### src/rtl/bird_motion.sv
// Vertical bird physics: flap edge detect, gravity/flap velocity, floor/ceiling clamp, freeze on collision.
// Optional TERMINAL_VELOCITY_EN caps downward velocity at MAX_FALL; otherwise the VEL_W signed limit applies.
module bird_motion #(
  parameter int BIRD_X    = 100,
  parameter int BIRD_SIZE = 16,
  parameter int START_Y   = 232,
  parameter int SCREEN_H  = 480,
  parameter int GRAVITY   = 1,
  parameter int FLAP_VEL  = 6,
  parameter int MAX_FALL  = 8,
  parameter int VEL_W     = 6
) (
  input  logic       clk,
  input  logic       reset,
  input  logic       flap,
  input  logic       tick,
  input  logic       collision,
  output logic [8:0] birdTop,
  output logic [8:0] birdBot,
  output logic [8:0] birdLeft,
  output logic [8:0] birdRight,
  output logic       alive,
  output logic       started
);

`ifdef TERMINAL_VELOCITY_EN
  localparam bit CAP_EN = 1'b1;
`else
  localparam bit CAP_EN = 1'b0;
`endif

  localparam int VEL_HI = 2 ** (VEL_W - 1) - 1;
  localparam int VEL_LO = -(2 ** (VEL_W - 1));
  localparam int VMAX   = CAP_EN ? MAX_FALL : VEL_HI;
  localparam int Y_MAX  = SCREEN_H - BIRD_SIZE;
  localparam logic signed [VEL_W-1:0] FLAP_V = VEL_W'(-FLAP_VEL);

  typedef enum logic [1:0] {READY, FLYING, DEAD} state_t;

  state_t                    state, state_nxt;
  logic [8:0]                y, y_nxt;
  logic signed [VEL_W-1:0]   vel, vel_nxt, vel_new, vel_sat;
  logic signed [VEL_W:0]     vel_inc;
  logic signed [10:0]        sum;
  logic                      pending, pending_nxt;
  logic                      flap_d;
  logic                      edge_det;

  always_ff @(posedge clk) begin
    if (reset) begin
      state   <= READY;
      y       <= 9'(START_Y);
      vel     <= '0;
      pending <= 1'b0;
      flap_d  <= 1'b0;
    end else begin
      state   <= state_nxt;
      y       <= y_nxt;
      vel     <= vel_nxt;
      pending <= pending_nxt;
      flap_d  <= flap;
    end
  end

  always_comb begin
    state_nxt   = state;
    y_nxt       = y;
    vel_nxt     = vel;
    pending_nxt = pending;
    edge_det    = flap & ~flap_d;

    // One extra bit so the gravity add cannot wrap before saturation.
    vel_inc = $signed({vel[VEL_W-1], vel}) + $signed((VEL_W+1)'(GRAVITY));
    if (vel_inc > VMAX)
      vel_sat = VEL_W'(VMAX);
    else if (vel_inc < VEL_LO)
      vel_sat = VEL_W'(VEL_LO);
    else
      vel_sat = vel_inc[VEL_W-1:0];

    // A flap edge coincident with the tick is consumed by that tick.
    vel_new = (pending | edge_det) ? FLAP_V : vel_sat;
    sum     = $signed({2'b00, y}) + $signed({{(11-VEL_W){vel_new[VEL_W-1]}}, vel_new});

    case (state)
      READY: begin
        if (edge_det) begin
          state_nxt   = FLYING;
          pending_nxt = 1'b1;
        end
      end
      FLYING: begin
        if (collision) begin
          state_nxt = DEAD;
        end else if (tick) begin
          pending_nxt = 1'b0;
          if (sum < 0) begin
            y_nxt   = '0;
            vel_nxt = '0;
          end else if (sum > Y_MAX) begin
            y_nxt   = 9'(Y_MAX);
            vel_nxt = '0;
          end else begin
            y_nxt   = sum[8:0];
            vel_nxt = vel_new;
          end
        end else if (edge_det) begin
          pending_nxt = 1'b1;
        end
      end
      default: ;
    endcase
  end

  assign birdTop   = y;
  assign birdBot   = y + 9'(BIRD_SIZE - 1);
  assign birdLeft  = 9'(BIRD_X);
  assign birdRight = 9'(BIRD_X + BIRD_SIZE - 1);
  assign alive     = (state != DEAD);
  assign started   = (state != READY);

endmodule

### config.mk
export PLATFORM = sky130hd
export DESIGN_NAME = bird_motion
export DESIGN_NICKNAME = d
export VERILOG_FILES = /design/src/rtl/bird_motion.sv
export SDC_FILE = /design/constraint.sdc
export NUM_CORES = 1
export LEC_CHECK = 0
export ABC_AREA = 1
export ABC_CLOCK_PERIOD_IN_PS = 8600
export CAP_MARGIN = 20
export CORE_MARGIN = 5
export CORE_UTILIZATION = 50
export DETAILED_ROUTE_END_ITERATION = 16
export PLACE_DENSITY = 0.81
export SETUP_SLACK_MARGIN = 0.5
export SLEW_MARGIN = 20
export SYNTH_ARGS = -nofsm -noshare
export SYNTH_HDL_FRONTEND = slang
export SYNTH_SLANG_ARGS = --single-unit
export TNS_END_PERCENT = 30
### constraint.sdc
create_clock -name clk -period 8.6 [get_ports clk]
set_input_delay 1.72 -clock clk [delete_from_list [all_inputs] [get_ports clk]]
set_output_delay 1.72 -clock clk [all_outputs]
set_load 0.01 [all_outputs]
==> results by group <==
Outcome
  • Status: finished, final reports clean

Routing
  • Met1 wire length: 2002 um
  • WL met2: 1964 um
  • Via/cell ratio: 4.986
  • DR top layer: met4
  • Met3 routed WL: 186 um
  • Drt first pass iters: 4
  • DRC: 0
  • Initial drt markers: 84
  • Vias: 1800
  • DRT antenna net count: 0
  • Routed length per placed instance: 11.84 um
  • Detailed Route WL: 4274 um

Hold path
  • Hold path startpoint: pending
  • WHS Endpoint: pending
  • Min-Delay Path Depth: 2
  • Tightest Hold Check Type: reg2reg

Worst setup path
  • Crit Path Class: in2reg
  • R2R Path Start: vel[0]
  • R2r setup slk: 4770 ps
  • Worst path arrival time: 5300 ps
  • FF-to-FF path depth: 23
  • Critical R2R Capture: vel[5]
  • Worst setup EP type: register
  • Slowest-stage cell, CP: a21oi_1
  • WP data required: 8760 ps
  • Slowest stage delay, CP: 580 ps
  • Cell Chain, Critical Path: clkdlybuf4s50_1, a21oi_1, inv_1, nor2_1, inv_1, ha_1, nand2_1, nor2_1, a211oi_1, nand2_1, xor2_1, nand4_1, nand2_1, nor2_1, o21a_1
  • Element type at the critical path start: primary input
  • Worst Path Max Fanout: 12

Power and ir drop
  • Max rail drop VDD: 0.00006638 V
  • Sw frac: 0.3967
  • Clock network fraction of design power: 0.238
  • Leak Pwr: 1.016 nW
  • Combinational Power Share: 0.407
  • Pwr/cell area: 127.3 mW/mm^2
  • Sequential Power Share: 0.355
  • Switch Pwr: 0.0001060 W
  • Power Internal: 0.0001613 W

Global route
  • Grt total ovfl: 0
  • Largest net degree at the start of global routing: 20
  • First-pass GRT wire length: 6955 um
  • Initial antenna violation count: 0
  • Vias in the first global route: 1636
  • Total Routing Usage GR: 0.1649

Floorplan
  • Die area: 0.005067 mm^2
  • Die Ht: 71.19 um
  • Std cell rows: 22
  • CORE AREA: 0.003633 mm^2
  • IO Count: 43
  • Die W: 71.19 um
  • Starting Density: 0.5152

Timing
  • Worst-Margin Slew: 724.2 ps
  • Max-slew violation count: 0
  • Setup tns final: 0 ps
  • Crit share post-route: 0.5977
  • Slew HR: 0.5157
  • Clock skew: 8.830 ps
  • Fmax: 194.5 MHz
  • Post-layout min period: 5140 ps
  • Final hold vios: 0
  • RSZ-0062 raised after global routing: no
  • Final number of setup-violating endpoints: 0

Place
  • Global placement routability congestion: 0.9271
  • Port-buffer cells: 24
  • Hpwl dp: 3485 um

Yosys
  • Number of enable flip-flop cells after synthesis: 0
  • FFs w/ async S/R, synth: 0
  • Syn Std Cell Area: 0.001872 mm^2
  • Cell count after synthesis: 294
  • Dominant synthesized flop cell: dfxtp_1
  • Post-synth cell types: 34
  • Register bit total from synthesis: 19
  • Yosys warns: 0
  • Syn_area_per_cell: 6.367 um^2
  • Seq/Total Area, Yosys: 0.2032

Clock network
  • Clock tree sinks: 19
  • Clk root buf: clkbuf_8
  • Worst skew pair latency: 260 ps
  • H-tree levels: 1
  • Clk buf depth: 2
  • CTS tree: built
  • Hold_buf cts: 0
  • CTS resizes: 0
  • Total setup buffers inserted after CTS: 0
  • Clock Pin Slew Worst Setup and Hold Paths: 80 ps
  • Cts bufs inserted: 3

Final layout
  • # diodes: 0
  • FF+latch area: 380.4 um^2
  • Fin nets: 332
  • Final Util: 0.5778
  • Filler cells: 361
  • Area occupied by multi-input gates: 0.001204 mm^2
  • Fraction of layout cells with a size suffix above 1: 0.06709
  • Layout Area Growth over Synthesis: 12.17%

Job
  • Max_cap viols: 0
[cell usage in the layout, fill, tap and decap left out, drive strengths merged]
cell	netlist	layout
a211oi	1	1
inv	45	45
o21a	1	1
a21o	1	1
nand3	20	20
o31ai	1	1
xnor2	3	3
clkinv	0	1
xor2	5	5
ha	12	12
dfxtp	19	19
clkdlybuf4s50	0	24
clkbuf	3	3
nor3	1	1
nor2	19	19
conb	2	18
nand3b	1	1
a21oi	25	25
nand2	86	86
nand4	15	15
o21ai	8	8
or2	1	1
fa	1	1
a31oi	2	2
[critical path: cells and delay by family]
family	cells	cell delay, ps
AND/OR/NAND/NOR	7	1310
AO/OA/AOI/OAI	3	950
XOR/XNOR	1	170
buffers and inverters	3	780
adder cells (fa/ha/maj)	1	390
[worst max-delay path by stage]
stage	startpoint	endpoint	slack, ps	cells past startpoint
global placement	flap	vel[5]	3370	15
CTS	flap	vel[5]	3480	15
floorplan	flap	birdTop[4]	4350	16
detailed placement	flap	vel[5]	3190	15
finish	flap	vel[5]	3460	15
global route	flap	vel[5]	3110	15
[per-layer routing]
layer	vias up	GRT usage
li1	943	-
met1	795	0.2177
met2	51	0.2694
met3	11	0.01278
met4	0	0.07933
met5	-	0
[stage by stage]
stage,cells,setup WS (ps),total power (W),instance area [um^2],hold slack [ps]
6_report,361,3460,0.0002673,2100,480.7
5_1_grt,361,3109,0.0002843,2100,514.2
4_1_cts,361,3477,0.0002656,2100,474.0
3_5_place_dp,357,3191,0.0002038,2053,457.7
3_3_place_gp,357,3373,0.0002017,2053,442.0
2_1_floorplan,310,4348,0.0001868,1932,429.1
[power groups by stage]
stage	Combinational [W]	Clock, W	Sequential, W
floorplan	0.0000902	0	0.0000966
global placement	0.000105	0	0.0000968
detailed placement	0.000107	0	0.0000968
CTS	0.000107	0.0000634	0.0000948
global route	0.000122	0.0000670	0.0000954
finish	0.000109	0.0000637	0.0000949
[registers in the layout, indices dropped and copies added (netlist names)]
signal   cells
pending      1
vel          6
birdTop      9
flap_d       1
state        2
[final cells by class]
class / count / share of cell area
Timing Repair Buffer: 24 / 0.1144
Clock inverter: 1 / 0.002384
Sequential cell: 19 / 0.1812
Tap cell: 48 / 0.02861
Inverter: 45 / 0.08045
Multi-Input combinational cell: 221 / 0.5733
Clock buffer: 3 / 0.01967
[synthesized netlist by cell type (3+ instances only)]
master    instances  area (um^2)
a21oi_1          22        110.1
buf_4            18        135.1
clkbuf_1          3        11.26
dfxtp_1          19        380.4
ha_1             12        150.1
inv_1            45        168.9
nand2_1          80        300.3
nand2_2           4        25.02
nand3_1          16        80.08
nand3_2           4        40.04
nand4_1          14        87.58
nor2_1           19        71.32
o21ai_0           4        20.02
o21ai_1           3        15.01
xnor2_1           3        26.28
xor2_1            4        35.03
[cells by family (layout without fill, tap and decap cells)]
kind of cell / Yosys count / in the layout / synth area share
AND/OR/NAND/NOR: 143 / 143 / 0.3516
other: 2 / 18 / 0.004012
adder cells (fa/ha/maj): 13 / 13 / 0.09091
AO/OA/AOI/OAI: 39 / 39 / 0.1230
flip-flops: 19 / 19 / 0.2032
buffers and inverters: 70 / 73 / 0.1858
XOR/XNOR: 8 / 8 / 0.04145
Note: power is estimated with default switching activity, not from simulation.
